**src/rtl/seq_det_pkg.sv**
```systemverilog
// Shared constants and the length-masked pattern compare for the programmable
// serial sequence detector.
package seq_det_pkg;

  localparam int DEF_MAX_LEN = 8;
  localparam int DEF_CNT_W   = 8;
  localparam int DEF_LEN_W   = $clog2(DEF_MAX_LEN + 1);
  // Widest pattern the compare helper supports; callers zero-extend into it.
  localparam int CMP_W       = 64;

  // True when the low 'len' bits of a and b agree; bits at or above len are ignored.
  function automatic logic masked_eq(input logic [CMP_W-1:0] a,
                                     input logic [CMP_W-1:0] b,
                                     input int               len);
    logic eq;
    eq = 1'b1;
    for (int i = 0; i < CMP_W; i++) begin
      if ((i < len) && (a[i] != b[i])) eq = 1'b0;
    end
    return eq;
  endfunction

endpackage

```
**src/rtl/sat_counter.sv**
```systemverilog
// Saturating event counter with a sticky overflow flag; clear wins over
// accumulation but an increment in the same cycle still lands as a count of one.
module sat_counter #(
  parameter int W = 8
) (
  input  logic         clk,
  input  logic         rst,
  input  logic         inc,
  input  logic         clr,
  output logic [W-1:0] count,
  output logic         sat
);

  logic [W-1:0] r_count;
  logic         r_sat;

  always_ff @(posedge clk or posedge rst) begin
    if (rst) begin
      r_count <= '0;
      r_sat   <= 1'b0;
    end else if (clr) begin
      r_count <= inc ? W'(1) : '0;
      r_sat   <= 1'b0;
    end else if (inc) begin
      if (&r_count) r_sat <= 1'b1;
      else          r_count <= r_count + W'(1);
    end
  end

  assign count = r_count;
  assign sat   = r_sat;

endmodule

```
**src/rtl/seq_detector_prog.sv**
```systemverilog
// Programmable serial bit-pattern detector: run-time pattern/length/overlap,
// registered match pulse and a saturating match counter.
module seq_detector_prog
  import seq_det_pkg::*;
#(
  parameter int MAX_LEN = DEF_MAX_LEN,
  parameter int CNT_W   = DEF_CNT_W
) (
  input  logic                           clk,
  input  logic                           rst,
  input  logic                           load,
  input  logic [MAX_LEN-1:0]             cfg_pattern,
  input  logic [$clog2(MAX_LEN+1)-1:0]   cfg_len,
  input  logic                           cfg_overlap,
  input  logic                           en,
  input  logic                           x,
  input  logic                           clear,
  output logic                           u,
  output logic [CNT_W-1:0]               match_count,
  output logic                           sat,
  output logic                           armed,
  output logic                           cfg_err
);

  localparam int LEN_W = $clog2(MAX_LEN + 1);
  localparam logic [LEN_W-1:0] LEN_MAX = LEN_W'(MAX_LEN);

  logic [MAX_LEN-1:0] r_hist;
  logic [LEN_W-1:0]   r_fill;
  logic [MAX_LEN-1:0] r_pat;
  logic [LEN_W-1:0]   r_len;
  logic               r_ovl;
  logic               r_armed;
  logic               r_err;
  logic               r_u;

  logic [MAX_LEN-1:0] w_hist_n;
  logic [LEN_W-1:0]   w_fill_n;
  logic               w_sample;
  logic               w_hit;
  logic               w_cfg_ok;

  assign w_cfg_ok = (cfg_len != '0) && (cfg_len <= LEN_MAX);
  assign w_sample = en && r_armed && !load;
  // hist[0] is always the newest bit, so the pattern's last bit lines up with bit 0.
  assign w_hist_n = {r_hist[MAX_LEN-2:0], x};
  assign w_fill_n = (r_fill == LEN_MAX) ? r_fill : r_fill + LEN_W'(1);
  assign w_hit    = w_sample && (w_fill_n >= r_len) &&
                    masked_eq(CMP_W'(w_hist_n), CMP_W'(r_pat), int'(r_len));

  always_ff @(posedge clk or posedge rst) begin
    if (rst) begin
      r_hist  <= '0;
      r_fill  <= '0;
      r_pat   <= '0;
      r_len   <= '0;
      r_ovl   <= 1'b0;
      r_armed <= 1'b0;
      r_err   <= 1'b0;
      r_u     <= 1'b0;
    end else if (load) begin
      r_pat   <= cfg_pattern;
      r_len   <= cfg_len;
      r_ovl   <= cfg_overlap;
      r_armed <= w_cfg_ok;
      r_err   <= !w_cfg_ok;
      r_hist  <= '0;
      r_fill  <= '0;
      r_u     <= 1'b0;
    end else begin
      r_u <= w_hit;
      if (w_sample) begin
        r_hist <= w_hist_n;
        // Non-overlapping mode restarts the history so matched bits are not reused.
        r_fill <= (w_hit && !r_ovl) ? '0 : w_fill_n;
      end
    end
  end

  sat_counter #(
    .W(CNT_W)
  ) u_cnt (
    .clk   (clk),
    .rst   (rst),
    .inc   (w_hit),
    .clr   (clear && !load),
    .count (match_count),
    .sat   (sat)
  );

  assign u       = r_u;
  assign armed   = r_armed;
  assign cfg_err = r_err;

endmodule

```
**config.mk**
```make
export PLATFORM = sky130hd
export DESIGN_NAME = seq_detector_prog
export DESIGN_NICKNAME = d
export VERILOG_FILES = /design/src/rtl/seq_det_pkg.sv /design/src/rtl/sat_counter.sv /design/src/rtl/seq_detector_prog.sv
export SDC_FILE = /design/constraint.sdc
export NUM_CORES = 1
export LEC_CHECK = 0
export CAP_MARGIN = 20
export CORE_UTILIZATION = 47
export DETAILED_ROUTE_END_ITERATION = 12
export MAX_ROUTING_LAYER = met4
export PLACE_DENSITY = 0.73
export SLEW_MARGIN = 0
export SYNTH_ARGS = -nofsm -noshare
export SYNTH_HDL_FRONTEND = slang
export SYNTH_SLANG_ARGS = --single-unit
```
**constraint.sdc**
```tcl
create_clock -name clk -period 2.4 [get_ports clk]
set_clock_uncertainty 0.1 [all_clocks]
set_input_delay 0.36 -clock clk [delete_from_list [all_inputs] [get_ports clk]]
set_output_delay 0.36 -clock clk [all_outputs]
set_load 0.02 [all_outputs]
```
# Word-level counts from Yosys, hierarchy flattened
# Index checks and enable logic that the tools add are counted.
dict set report op_classes {
  n_eq_ne 10
  n_reduce_logical 25
  n_lt_le_gt_ge 10
  mux 22
  n_addsub 2
}
# cell n
set ops {}
lappend ops {{8-bit 2-to-1 mux} 3}
lappend ops {{3-bit by 4-bit < comparator with 1-bit output (first input constant)} 4}
lappend ops {{4-bit 2-to-1 mux} 4}
lappend ops {{1-bit logical AND} 15}
lappend ops {{7-bit 2-to-1 mux} 2}
lappend ops {{1-bit 2-to-1 mux} 13}
lappend ops {{8-bit by 1-bit adder with 8-bit output (second input constant)} 1}
lappend ops {{1-bit by 4-bit < comparator with 1-bit output (first input constant)} 2}
lappend ops {{2-bit by 4-bit < comparator with 1-bit output (first input constant)} 2}
lappend ops {{1-bit inequality test} 8}
lappend ops {{8-bit AND reduction} 1}
lappend ops {{2-bit nonzero test} 3}
lappend ops {{4-bit by 1-bit adder with 4-bit output (second input constant)} 1}
lappend ops {{4-bit equality test (second input constant)} 1}
lappend ops {{4-bit greater-or-equal comparator} 1}
lappend ops {{4-bit less-or-equal comparator (second input constant)} 1}
lappend ops {{2-bit AND reduction} 2}
lappend ops {{4-bit nonzero test} 1}
lappend ops {{1-bit zero test} 3}
lappend ops {{2-bit by 1-bit inequality test with 1-bit output (second input constant)} 1}
dict set report totals {
  elab_cells 79
  register_bits 36
  output_inout_bits 12
}

# Depth between registers and ports, before layout
dict set report depth {
  word_depth 15
  depth_mapped 13
}

# Hierarchy
# Synthesis repeated with hierarchy kept, for this count alone.
dict set report unflattened {
  hier_cells 170
  hier_area_um2 1890.6
}
# module cells_each n_inst area_per_inst_um2
set modules_own_cells {}
lappend modules_own_cells {seq_detector_prog 119 1 1378.8}
lappend modules_own_cells {sat_counter 51 1 511.7}

# Least setup slack after synthesis
# No wires, ideal clock.
dict set report synth_timing {
  path_kind {flip-flop to flip-flop}
  startpoint {register r_fill[0]}
  endpoint {register u_cnt.r_count[5] (netlist: u_cnt.count[5])}
  path_buffers 0
  path_stages_with_launch 13
  arrival_ns 2.464
  slack_ns -0.241
  setup_time_ns 0.078
  path_cell_list {dfrtp_1 inv_1 ha_1 nand2_1 nor2_1 xnor2_1 ha_1 nand2b_1 a21oi_1 o21ai_0 o2111ai_4 or4_1 a21oi_1}
}
dict set report synth_between {
  elab_chain_len 7
  elab_cells_between_ends 8
  cone_classes {1 x add/sub; 1 x order compare; 1 x eq/ne; 1 x mux; 4 x reduce/logical}
}
# item line
set synth_lines {}
lappend synth_lines {{start, declared} seq_detector_prog.sv:29} ;# logic [LEN_W-1:0] r_fill;
lappend synth_lines {{start signal, assigned} seq_detector_prog.sv:75} ;# r_fill <= (w_hit && !r_ovl) ? '0 : w_fill_n;
lappend synth_lines {{4-bit by 1-bit adder with 4-bit output / 4-bit equality test (equally long branches)} seq_detector_prog.sv:47} ;# assign w_fill_n = (r_fill == LEN_MAX) ? r_fill : r_fill + LEN_W'(1);
lappend synth_lines {{4-bit 2-to-1 mux *} seq_detector_prog.sv:47}
lappend synth_lines {{4-bit greater-or-equal comparator *} seq_detector_prog.sv:48} ;# assign w_hit = w_sample && (w_fill_n >= r_len) &&
lappend synth_lines {{1-bit logical AND * (2 in series)} seq_detector_prog.sv:48}
lappend synth_lines {{2-bit nonzero test (no line) *} n/a}
lappend synth_lines {{2-bit AND reduction (no line) *} n/a}
lappend synth_lines {{end signal, assigned} sat_counter.sv:22} ;# r_count <= inc ? W'(1) : '0;
lappend synth_lines {{end signal, assigned} sat_counter.sv:26} ;# else r_count <= r_count + W'(1);
lappend synth_lines {{end, declared} sat_counter.sv:14} ;# logic [W-1:0] r_count;
# Every way passes the cells marked *; elsewhere a longest branch is shown, timed or not.
# A chain may end at the register's enable or synchronous reset.

# Worst setup path in the final report
dict set report layout_timing {
  startpoint {register r_fill[0]}
  endpoint {register u_cnt.r_count[2] (netlist: u_cnt.count[2])}
}
# The elaborated chain is that of the path after synthesis.

==> impl_metrics.py <==
metrics = {
    "status": {
        "status": "finished with violations",
        "violations": "setup timing",
    },
    "timing": {
        "period_share_pct": 105,
        "finalMaxSlewViolations": 0,
        "timing.fmax_mhz": 396,
        "hold_viol": 0,
        "worstMarginPinSlew_ns": 0.942,
        "fin_crit_ns": 2.52,
        "maxSlewHeadroom_pct": 37.2,
        "rsz0062_at_grt": "yes",
        "setup_slack_ns": -0.122,
        "finalSetupViolCount": 11,
    },
    "flow_run": {
        "maxCapViolations": 0,
    },
    "synthesis": {
        "syn_area_per_cell_um2": 10.4,
        "yosys_warnings": 0,
        "syn_nets": 203,
        "ys_seq_area_share_pct": 48.9,
        "synthFlopType": "dfrtp_1",
        "synth-seq-cells": 36,
        "synthCells": 177,
        "async_reset_ff_share_pct": 100,
        "syn-cell-area_um2": 1840,
        "synth-edff-count": 0,
        "synth_cell_types": 37,
    },
    "placement": {
        "postPlaceCellArea_um2": 2310,
        "gp_congestion": 0.865,
        "port_buffers": 30,
        "dp_hpwl_um": 3050,
    },
    "die": {
        "pin_count": 31,
        "die_h_um": 64.6,
        "die_x_um": 64.6,
        "dieArea_um2": 4180,
        "coreArea_um2": 3720,
        "rows": 22,
        "start_util_pct": 49.6,
    },
    "setup_path": {
        "cp.arrival_ns": 2.57,
        "critical_path_peak_fanout": 7,
        "start_kind": "flop",
        "crit_type": "reg -> reg",
        "end_kind": "flop",
        "critical_path_required_ns": 2.45,
    },
    "drt": {
        "post-route-drc-count": 0,
        "drt_wl_total_um": 4310,
        "antenna_left": 0,
        "wl_per_cell_um": 15.7,
        "via_per_inst": 5.67,
        "first_iter_violations": 70,
        "vias": 1560,
        "dr.pass1.iters": 4,
    },
    "finish": {
        "utilization_pct": 67.9,
        "diodes": 0,
        "final_area_um2": 2520,
        "area_delta_synth_final_pct": 37.0,
        "num-nets-final": 252,
        "final_layout_size_suffix_gt1_share_pct": 24.7,
    },
    "clock_network": {
        "clock_latency_ns": 0.28,
        "cts_max_level": 2,
        "numCtsBuffers": 5,
        "hold_buffers": 0,
        "cts_root_buf": "clkbuf_8",
        "cts_tree": "built",
        "cts_sinks": 36,
        "clkTransAtPathRegs_ns": 0.07,
        "clock_path_buffers": 2,
    },
    "power": {
        "p_leak_nw": 1.08,
        "vdd_drop_max_mv": 0.399,
        "power_density_nw_per_um2": 521,
    },
    "global_route": {
        "antenna_found_initial": 0,
        "gr-total-overflow": 0,
        "grt_max_degree": 37,
        "track_usage_pct": 25.2,
        "grt_pass1_vias": 1679,
        "grt_pass1_wl_um": 7580,
    },
    "hold_path": {
        "hold_path_class": "in -> async",
    },
}
-- path summary, 6_finish.rpt --
kind,endpoint,from,slack [ns],cells past startpoint
hold reg to reg,cfg_err,cfg_err,0.40,1
hold / removal,r_hist[5],rst,0.39,3
setup reg to reg,u_cnt.count[2],r_fill[0],-0.12,13
max in group asynchronous,r_pat[1],rst,1.49,3
min in group clk,cfg_err,cfg_err,0.40,1
setup / recovery,u_cnt.count[2],r_fill[0],-0.12,13
-- cells in the mapped netlist (all sizes together) (2+ instances only) --
master	n	area share, %
xor2	4	1.9
a22o	7	3.3
buf	2	0.41
o31ai	4	1.6
and3	2	0.68
o22ai	2	0.68
o21ai	11	3.0
ha	7	4.8
nor2	8	2.0
dfrtp	36	49
nor3b	2	0.81
nor3	3	0.81
mux2	9	5.5
nand2b	2	0.68
o311ai	2	0.95
clkbuf	5	1.0
nand2	17	3.5
inv	12	2.4
nand3	6	1.6
nand4	2	0.68
a21oi	10	2.7
xnor2	8	3.8
or4	3	1.2
-- sequential cells by signal (all words and copies together), names as in the netlist --
name         cells
r_hist           7
u                1
u_cnt.sat        1
r_len            4
r_fill           4
armed            1
r_ovl            1
r_pat            8
u_cnt.count      8
cfg_err          1
-- layout by cell type (no fill, tap or decap), types with 2 or more instances in the layout --
| cell | n |
|---|---|
| a21oi_1 | 7 |
| a21oi_2 | 2 |
| a22o_1 | 7 |
| and3_1 | 2 |
| buf_4 | 19 |
| clkbuf_1 | 2 |
| clkbuf_8 | 6 |
| clkdlybuf4s50_1 | 30 |
| dfrtp_1 | 36 |
| ha_1 | 5 |
| ha_4 | 2 |
| inv_1 | 10 |
| inv_2 | 2 |
| mux2_2 | 9 |
| nand2_1 | 16 |
| nand3_1 | 6 |
| nand4_1 | 2 |
| nor2_1 | 6 |
| nor2_4 | 2 |
| nor3_1 | 3 |
| nor3b_1 | 2 |
| o21ai_0 | 9 |
| o21ai_2 | 2 |
| o22ai_1 | 2 |
| o311ai_1 | 2 |
| o31ai_2 | 2 |
| or4_4 | 2 |
| xnor2_1 | 6 |
| xnor2_2 | 2 |
| xor2_1 | 4 |
-- repair_timing --
| action | 4_1_cts | 5_1_grt |
|---|---|---|
| pin swaps | 9 | 3 |
| buffers inserted | 3 | 1 |
| gates cloned | 0 | 0 |
| resized for setup | 11 | 8 |
| endpoints found under the setup margin | 12 | 13 |
-- critical path: stages (launching register included) --
cell and delay, ns:
dfrtp_1 0.41, inv_2 0.09, ha_4 0.13, nand2_2 0.06, nor2_4 0.12, xnor2_2 0.08
ha_1 0.28, nand2b_4 0.12, a21oi_4 0.05, o21ai_2 0.19, o2111ai_4 0.20, buf_4 0.20
o311ai_1 0.26, o41ai_1 0.12
-- report_power, final --
part / total, W / switching [W] / leakage (nW) / internal (W)
Combinational: 0.000213 / 0.000102 / 0.560 / 0.000111
Clock: 0.000439 / 0.000205 / 0.0455 / 0.000234
Sequential: 0.000662 / 0.0000264 / 0.469 / 0.000636
Total: 0.00131 / 0.000334 / 1.08 / 0.000981
-- per-stage QoR --
step	hold slack [ns]	setup slack [ns]	std cells	total power (W)	TNS, ns
CTS	0.400	-0.125	274	0.00131	-0.285
global placement	0.364	-0.174	263	0.000855	-1.10
floorplan	0.381	-0.0325	177	0.000779	-0.0594
finish	0.386	-0.122	275	0.00131	-0.779
detailed placement	0.389	-0.225	263	0.000866	-1.74
global route	0.434	-0.230	275	0.00138	-2.39
-- cells by family (layout without fill, tap and decap cells) --
group / count (synthesis) / in the layout / share of synthesized area [%]
compound gates: 44 / 44 / 16.8
xor+xnor: 12 / 12 / 5.70
fa+ha+maj: 7 / 7 / 4.75
buf+inv: 19 / 69 / 3.87
flops: 36 / 36 / 48.9
mux: 9 / 9 / 5.50
simple gates: 50 / 50 / 14.5
-- area by class of cell --
class | instances | area, um^2
Multi-Input combinational cell | 122 | 986
Sequential cell | 36 | 901
Fill cell | 285 | 1190
Inverter | 12 | 45.0
Tap cell | 48 | 60.1
Clock buffer | 8 | 90.1
Timing Repair Buffer | 49 | 443
-- metal layers --
| layer | vias up | track usage (%) | part of all wire [%] | wire length (um) |
|---|---|---|---|---|
| met4 | 0 | 13.9 | 1.9 | 82 |
| li1 | 735 | - | - | - |
| met1 | 769 | 28.4 | 41 | 1790 |
| met3 | 11 | 5.46 | 3.8 | 166 |
| met2 | 45 | 41.4 | 53 | 2280 |
| met5 | - | - | 0 | 0 |
No activity file was read; power rests on OpenSTA's default activity.
